**src/rtl/dino_sprite_engine_pkg.sv**
```systemverilog
// Shared types and helpers for the dinosaur player block: player states, sprite
// frame ids, screen geometry and the sprite image generator.
package dino_pkg;

  typedef enum logic [1:0] {ST_IDLE, ST_RUN, ST_JUMP, ST_DUCK} state_e;
  typedef enum logic [2:0] {FR_STAND, FR_RUN_A, FR_RUN_B, FR_DUCK_A, FR_DUCK_B} frame_e;

  localparam int SCREEN_W   = 640;
  localparam int SCREEN_H   = 480;
  localparam int NUM_FRAMES = 5;

  // Sprite image source: one bit per (frame, row, column). Swapping art means
  // swapping this function for a table generated from the artwork file.
  function automatic logic sprite_bit(input int fr, input int r, input int c);
    return ((r + 2 * c + 3 * fr) % 5) < 2;
  endfunction

endpackage

```
**src/rtl/dino_sprite_rom.sv**
```systemverilog
// Synchronous-read 1-bit sprite ROM: NUM_FRAMES x SPR_H x SPR_W, registered output.
module dino_sprite_rom
  import dino_pkg::*;
#(
  parameter int SPR_W = 82,
  parameter int SPR_H = 88,
  parameter int RW    = $clog2(SPR_H),
  parameter int CW    = $clog2(SPR_W)
) (
  input  logic          CLK,
  input  logic          RESET,
  input  logic [2:0]    frame_i,
  input  logic [RW-1:0] row_i,
  input  logic [CW-1:0] col_i,
  output logic          bit_o
);

  logic bit_d, bit_q;

  // Addresses outside the stored image read as transparent.
  always_comb begin
    bit_d = 1'b0;
    if (int'(frame_i) < NUM_FRAMES && int'(row_i) < SPR_H && int'(col_i) < SPR_W)
      bit_d = sprite_bit(int'(frame_i), int'(row_i), int'(col_i));
  end

  always_ff @(posedge CLK or negedge RESET) begin
    if (!RESET) bit_q <= 1'b0;
    else        bit_q <= bit_d;
  end

  assign bit_o = bit_q;

endmodule

```
**src/rtl/dino_sprite_engine.sv**
```systemverilog
// Dinosaur player: per-frame idle/run/jump/duck FSM with parabolic jump arc and
// leg animation, plus a 2-cycle-latency 1-bit sprite renderer driven by scan address.
module dino_sprite_engine
  import dino_pkg::*;
#(
  parameter int SPR_W    = 82,
  parameter int SPR_H    = 88,
  parameter int DUCK_H   = 52,
  parameter int X0       = 80,
  parameter int GROUND   = 402,
  parameter int JUMP_T   = 30,
  parameter int HDIV_SH  = 2,
  parameter int ANIM_DIV = 6
) (
  input  logic       CLK,
  input  logic       RESET,
  input  logic       fresh,
  input  logic       game_status,
  input  logic       button_jump,
  input  logic       button_duck,
  input  logic [8:0] row_addr,
  input  logic [9:0] col_addr,
  output logic       px,
  output logic [8:0] height,
  output logic       airborne,
  output logic       ducking
);

  localparam int TW = $clog2(2 * JUMP_T + 1);
  localparam int AW = (ANIM_DIV > 1) ? $clog2(ANIM_DIV) : 1;
  localparam int RW = $clog2(SPR_H);
  localparam int CW = $clog2(SPR_W);

  localparam logic [TW-1:0]     T_END     = TW'(2 * JUMP_T);
  localparam logic [AW-1:0]     ANIM_LAST = AW'(ANIM_DIV - 1);
  localparam logic [15:0]       SPAN      = 16'(2 * JUMP_T);
  localparam logic signed [10:0] GROUND_S = 11'(GROUND);
  localparam logic signed [10:0] SPR_H_S  = 11'(SPR_H);
  localparam logic signed [10:0] DUCK_H_S = 11'(DUCK_H);
  localparam logic signed [10:0] X0_S     = 11'(X0);
  localparam logic signed [10:0] XE_S     = 11'(X0 + SPR_W);
  localparam logic signed [10:0] XR_S     = 11'(X0 + SPR_W - 1);

  state_e        state_q, state_d;
  logic [TW-1:0] t_q, t_d;
  logic [AW-1:0] anim_q, anim_d;
  logic          leg_q, leg_d;
  logic          fresh_q;
  logic          tick;
  logic [8:0]    height_q, height_d;
  logic [15:0]   t_ext, prod;

  // Frame tick is the falling edge of fresh, seen one cycle late.
  assign tick = fresh_q & ~fresh;

  always_ff @(posedge CLK or negedge RESET) begin
    if (!RESET) begin
      fresh_q  <= 1'b0;
      state_q  <= ST_IDLE;
      t_q      <= '0;
      anim_q   <= '0;
      leg_q    <= 1'b0;
      height_q <= '0;
    end else begin
      fresh_q  <= fresh;
      state_q  <= state_d;
      t_q      <= t_d;
      anim_q   <= anim_d;
      leg_q    <= leg_d;
      height_q <= height_d;
    end
  end

  // Everything is frozen unless a tick arrives while the game is running.
  always_comb begin
    state_d = state_q;
    t_d     = t_q;
    anim_d  = anim_q;
    leg_d   = leg_q;
    if (tick && game_status) begin
      case (state_q)
        ST_IDLE: state_d = ST_RUN;
        ST_RUN: begin
          if (button_jump) begin
            state_d = ST_JUMP;
            t_d     = TW'(1);
          end else if (button_duck) begin
            state_d = ST_DUCK;
          end
        end
        ST_JUMP: begin
          if (t_q == T_END) begin
            state_d = ST_RUN;
            t_d     = '0;
          end else begin
            t_d = t_q + TW'(1);
          end
        end
        ST_DUCK: begin
          if (button_jump) begin
            state_d = ST_JUMP;
            t_d     = TW'(1);
          end else if (!button_duck) begin
            state_d = ST_RUN;
          end
        end
        default: state_d = ST_IDLE;
      endcase

      if (state_q == ST_RUN || state_q == ST_DUCK) begin
        if (anim_q == ANIM_LAST) begin
          anim_d = '0;
          leg_d  = ~leg_q;
        end else begin
          anim_d = anim_q + AW'(1);
        end
      end else begin
        leg_d = 1'b0;
      end
    end
  end

  // Parabolic arc, evaluated one cycle behind t.
  always_comb begin
    t_ext    = 16'(t_q);
    prod     = t_ext * (SPAN - t_ext);
    height_d = (state_q == ST_JUMP) ? 9'(prod >> HDIV_SH) : '0;
  end

  // Render stage 1: hit test and ROM address; the ROM read is the stage register.
  logic signed [10:0] bot_s, top_s, row_s, col_s;
  logic               hit_d, hit_q;
  logic [RW-1:0]      rom_row;
  logic [CW-1:0]      rom_col;
  frame_e             frame_sel;
  logic               rom_bit;
  logic               px_q;

  always_comb begin
    bot_s   = GROUND_S - $signed({2'b00, height_q});
    top_s   = bot_s - ((state_q == ST_DUCK) ? DUCK_H_S : SPR_H_S);
    row_s   = $signed({2'b00, row_addr});
    col_s   = $signed({1'b0, col_addr});
    hit_d   = (row_s >= top_s) && (row_s < bot_s) && (col_s >= X0_S) && (col_s < XE_S);
    rom_row = RW'(row_s - top_s);
    rom_col = CW'(XR_S - col_s);
  end

  always_comb begin
    frame_sel = FR_STAND;
    case (state_q)
      ST_RUN:  frame_sel = leg_q ? FR_RUN_B : FR_RUN_A;
      ST_DUCK: frame_sel = leg_q ? FR_DUCK_B : FR_DUCK_A;
      default: frame_sel = FR_STAND;
    endcase
  end

  dino_sprite_rom #(
    .SPR_W(SPR_W),
    .SPR_H(SPR_H),
    .RW   (RW),
    .CW   (CW)
  ) u_rom (
    .CLK    (CLK),
    .RESET  (RESET),
    .frame_i(frame_sel),
    .row_i  (rom_row),
    .col_i  (rom_col),
    .bit_o  (rom_bit)
  );

  // Render stage 2.
  always_ff @(posedge CLK or negedge RESET) begin
    if (!RESET) begin
      hit_q <= 1'b0;
      px_q  <= 1'b0;
    end else begin
      hit_q <= hit_d;
      px_q  <= hit_q & rom_bit;
    end
  end

  assign px       = px_q;
  assign height   = height_q;
  assign airborne = (state_q == ST_JUMP);
  assign ducking  = (state_q == ST_DUCK);

endmodule

```
**config.mk**
```make
export PLATFORM = sky130hd
export DESIGN_NAME = dino_sprite_engine
export DESIGN_NICKNAME = d
export VERILOG_FILES = /design/src/rtl/dino_sprite_engine_pkg.sv /design/src/rtl/dino_sprite_rom.sv /design/src/rtl/dino_sprite_engine.sv
export SDC_FILE = /design/constraint.sdc
export NUM_CORES = 1
export LEC_CHECK = 0
export ABC_AREA = 1
export CAP_MARGIN = 25
export CORE_UTILIZATION = 30
export DETAILED_ROUTE_END_ITERATION = 6
export DONT_BUFFER_PORTS = 1
export HOLD_SLACK_MARGIN = 0.1
export SLEW_MARGIN = 20
export SYNTH_ARGS = -nofsm -noshare
export SYNTH_HDL_FRONTEND = slang
export SYNTH_SLANG_ARGS = --single-unit
```
**constraint.sdc**
```tcl
create_clock -name CLK -period 13.92 [get_ports CLK]
set_input_delay 4.176 -clock CLK [delete_from_list [all_inputs] [get_ports CLK]]
set_output_delay 4.176 -clock CLK [all_outputs]
set_load 0.02 [all_outputs]
```
# == Word level (Yosys, flattened, before mapping) ==
# Cells that the tools add are included.
# word_totals
input_bits,25
output_inout_bits,12
ff_bits,25
# classes
div_mod_pow,1
addsub,9
mux,18
reduce_logical,14
eq_ne,10
bitwise_logic,4
n_lt_le_gt_ge,8
n_mul,2
# ops
operator,n
$add A32 B32 Y32,1
$lt A32 B3 Y1 const B,1
$mod A32 B4 Y32 const B,1
$lt A7 B7 Y1 const B,2
$mux W2,6
$mux W6,2
$pmux W6 S2,1
$ge A10 B11 Y1,1
$mul A7 B7 Y11,1
$sub A10 B8 Y11,1
$ge A10 B7 Y1 const B,1
$lt A10 B10 Y1,1
$lt A10 B8 Y1 const B,1
$sub A9 B9 Y10 const A,1
$add A7 B8 Y9,1
$mux W9,1
$pmux W2 S4,1
$mux W7,1
$sub A6 B6 Y7 const A,1
$sub A6 B7 Y7 const A,1
$sub A7 B7 Y7,1
$add A6 B1 Y6 const B,1
$eq A6 B6 Y1 const B,1
$logic_and A1 B1 Y1,6
other kinds (20),30

# == Logic depth before layout (Yosys ltp) ==
# logic_depth
word_depth,9
depth_mapped,60
ltp_nobuf,60

# == Hierarchy ==
# A second synthesis with hierarchy kept.
# hier_totals
cells_unflattened,810
hier_area_um2,5496.5
# modules_own_cells
mod,cells_per_inst,area_each_um2,instances,seq_area_each_um2
dino_sprite_engine,433,3295.7,1,600.6
dino_sprite_rom,377,2200.9,1,25.0

# == Least setup slack after synthesis ==
# OpenSTA, ideal clock, no wires.
# synth_path
path_kind,input port to flip-flop
startpoint,in row_addr[2]
endpoint,"reg u_rom.bit_q, in the netlist u_rom.bit_o"
path_buffers,0
arrival_time_ns,9.698
required_ns,13.857
cell_stages,48
slack_ns,4.160
path_cell_list,ha_1 -> or2_1 -> nand2_1 -> xnor2_1 -> ha_1 -> a21o_1 -> a31oi_1 -> xor2_1 -> inv_1 -> ha_1 -> inv_1 -> nor2_1 -> o21ai_0 -> inv_1 -> nand3_2 -> o21bai_2 -> nand3_2 -> a21o_1 -> [... 12 more ...] -> nand2_2 -> inv_1 -> ha_1 -> nand3b_2 -> nand2_4 -> nand3_4 -> nand2_1 -> and2_1 -> ha_1 -> inv_1 -> nand2_1 -> inv_1 -> nand2_1 -> nor2_1 -> nand4_1 -> nand3_1 -> nand2_1 -> inv_1
# synth_via
elab_chain_cells,6
elab_cells_between_ends,9
classes_between,3 x add/sub; 1 x div; 2 x order compare; 1 x mux; 2 x reduce/logical
# synth_rtl
item,line,source
"start, declared",dino_sprite_engine.sv:21,"input logic [8:0] row_addr,"
$sub A7 B7 Y7 *,dino_sprite_engine.sv:145,rom_row = RW'(row_s - top_s);
$add A7 B8 Y9,dino_sprite_engine_pkg.sv:15,return ((r + 2 * c + 3 * fr) % 5) < 2;
$add A32 B32 Y32,dino_sprite_engine_pkg.sv:15,
$mod A32 B4 Y32,dino_sprite_engine_pkg.sv:15,
$lt A32 B3 Y1,dino_sprite_engine_pkg.sv:15,
$mux W1 *,dino_sprite_rom.sv:23,if (int'(frame_i) < NUM_FRAMES && int'(row_i) < SPR_H && int'(col_i) < SPR_W)
named net u_rom.bit_d,dino_sprite_rom.sv:18,"logic bit_d, bit_q;"
"end signal, assigned",dino_sprite_rom.sv:29,else bit_q <= bit_d;
"end, declared",dino_sprite_rom.sv:18,
# Mark *: on every way through the listed nets, which the timed path passes. The rest lies on a longest branch.
# A chain may end at the register's enable or synchronous reset.

# == Final worst setup path ==
# Same ends and word-level chain as after synthesis.

==> reports/metrics.yaml <==
yosysMostFrequentCell: "inv_1"
clockBufferDepth: 2
syn_inst: 679
tritoncts: "yes"
port_buffers: 0
end_kind: "flip-flop"
areaGrowthSynthToFinish_pct: 7.32
cts_resized: 0
synthTopCellsByCount: "135 x inv_1, 117 x nand2_1, 71 x ha_1, 69 x nor2_1, 37 x a21oi_1"
io_pins: 37
core-area_sq_um: 15300
first_iter_violations: 118
crit_path_start_kind: "input pin"
drc: 0
grt_max_degree: 26
crit_path_frequent_cell: "inv_1"
htreeDepth: 1
period_needed_ps: 10080
yosysUniqueCellTypes: 45
die_width_microns: 128
final-hold-violation-count: 0
outcome: "finished, final reports clean"
synthArstFlopShare: 1.00
vias: 3944
cp_max_fo: 6
finalSetupViolCount: 0
n_antenna_cell: 0
critPathSlowestCell: "ha_1"
synth_ff_type: "dfrtp_1"
wl_per_cell_microns: 10.9
die_h_microns: 128
drt_pre_antenna_iters: 4
crit_arrival_ps: 10290
synthesis.nets: 798
rrSetupSlack_ps: 6280
fmax_mhz: 99.2
dieArea_sq_um: 16300
synth.cell_area_sq_um: 4730
yosysTopAreaCellShare: 0.188
fin_skew_ps: 10.9
nets: 802
gp_congestion: 0.807
hold_path.class: "reg2reg"
worstPathRequired_ps: 14130
grt_usage: 0.126
criticalPathCategory: "in2reg"
yosysTopAreaCell: "ha_1"
cap_violations: 0
slew_violations: 0
tns_ps: 0
ant_nets: 0
rsz0062_at_grt: "no"
synth_seq_cells: 25
synth_edf_count: 0
wl_mm: 9.77
clk_pin_slew_ps: 70
synth_area_leaders: "ha_1 19%, dfrtp_1 13%, inv_1 11%"
clock_latency_ps: 270
cts_root_buffer: "clkbuf_16"
viasPerCell: 4.42
hpwl_mm: 8.61
overflow: 0
clock_sinks: 25
grt_pass1_wl_mm: 16.9
cts_inserted_buffers: 3
slowest_delay_ps: 360
num_rows: 45
antenna_found_initial: 0
fin_crit_sh: 0.724
postCtsHoldBufs: 0
yosysSeqAreaShare: 0.132
avgSynthCellArea_sq_um: 6.97
grt_pass1_vias: 3796
cts_setup_buffers: 0
layout-drive-gt1-share: 0.107
start_util: 0.309
synthesis.yosys.warnings: 0
-- final cells by class --
class                      instances  area [sq um]
inverter                         151           567
fill                            1675         10200
timing repair buffer               1          7.51
multi-input combinational        501          3530
clock buffer                       3          75.1
tap                              211           264
sequential                        25           626
clock inverter                     1          7.51
-- state kept, by name, summed over array words and instances, names as in the netlist --
| register | flops |
|---|---|
| px | 1 |
| leg_q | 1 |
| u_rom.bit_o | 1 |
| anim_q | 3 |
| t_q | 6 |
| hit_q | 1 |
| state_q | 2 |
| fresh_q | 1 |
| height | 9 |
-- kinds of logic (layout without fill, tap and decap cells) --
logic type,after synthesis,count (layout),synth area share
AND/OR/NAND/NOR,302,302,0.318
buffers and inverters,153,156,0.121
adder cells (fa/ha/maj),94,94,0.285
AO/OA/AOI/OAI,77,77,0.0938
XOR/XNOR,26,26,0.0481
flip-flops,25,25,0.132
other,2,2,0.00159
-- routing by layer --
layer / global-route usage / up-vias / routed length (microns)
met5: 0 / - / 0
met4: 0.0270 / 0 / 104
li1: - / 2153 / -
met3: 0.0142 / 7 / 229
met1: 0.151 / 1758 / 4440
met2: 0.241 / 26 / 5000
-- critical path: cells and delay by family --
kind | cells | cell delay [ps]
buf+inv | 7 | 420
simple gates | 27 | 2940
xor+xnor | 2 | 310
fa+ha+maj | 5 | 1390
compound gates | 5 | 1020
-- worst paths after layout --
check,depth (start not counted),start,endpoint
min reg2reg,2,u_rom.bit_o,px
min,2,u_rom.bit_o,px
max in group asynchronous,0,RESET,height[7]
max,46,row_addr[2],u_rom.bit_o
max reg2reg,50,height[0],u_rom.bit_o
min in group asynchronous,0,RESET,t_q[5]
-- per-stage QoR --
stage | worst slack (ps) | utilization | hold WS (ps) | std cells | instance area [sq um]
detailed placement | 3560 | 0.326 | 435 | 889 | 5000
CTS | 3810 | 0.332 | 455 | 893 | 5080
finish | 3840 | 0.332 | 450 | 893 | 5080
global route | 3230 | 0.332 | 483 | 893 | 5080
global placement | 3660 | 0.326 | 436 | 889 | 5000
floorplan | 4160 | - | 408 | 679 | 4730
-- layout by cell type (no fill, tap or decap), drive strengths merged, types with 16 or more instances in the layout --
cell type  Yosys  final
nor2          71     71
nand3         45     45
a21oi         39     39
fa            23     23
ha            71     71
dfrtp         25     25
nand4         16     16
o21ai         22     22
inv          147    147
nand2        147    147
Power is not shown: default switching activity piles up to over one toggle a cycle in this logic, so the estimate is an artifact.
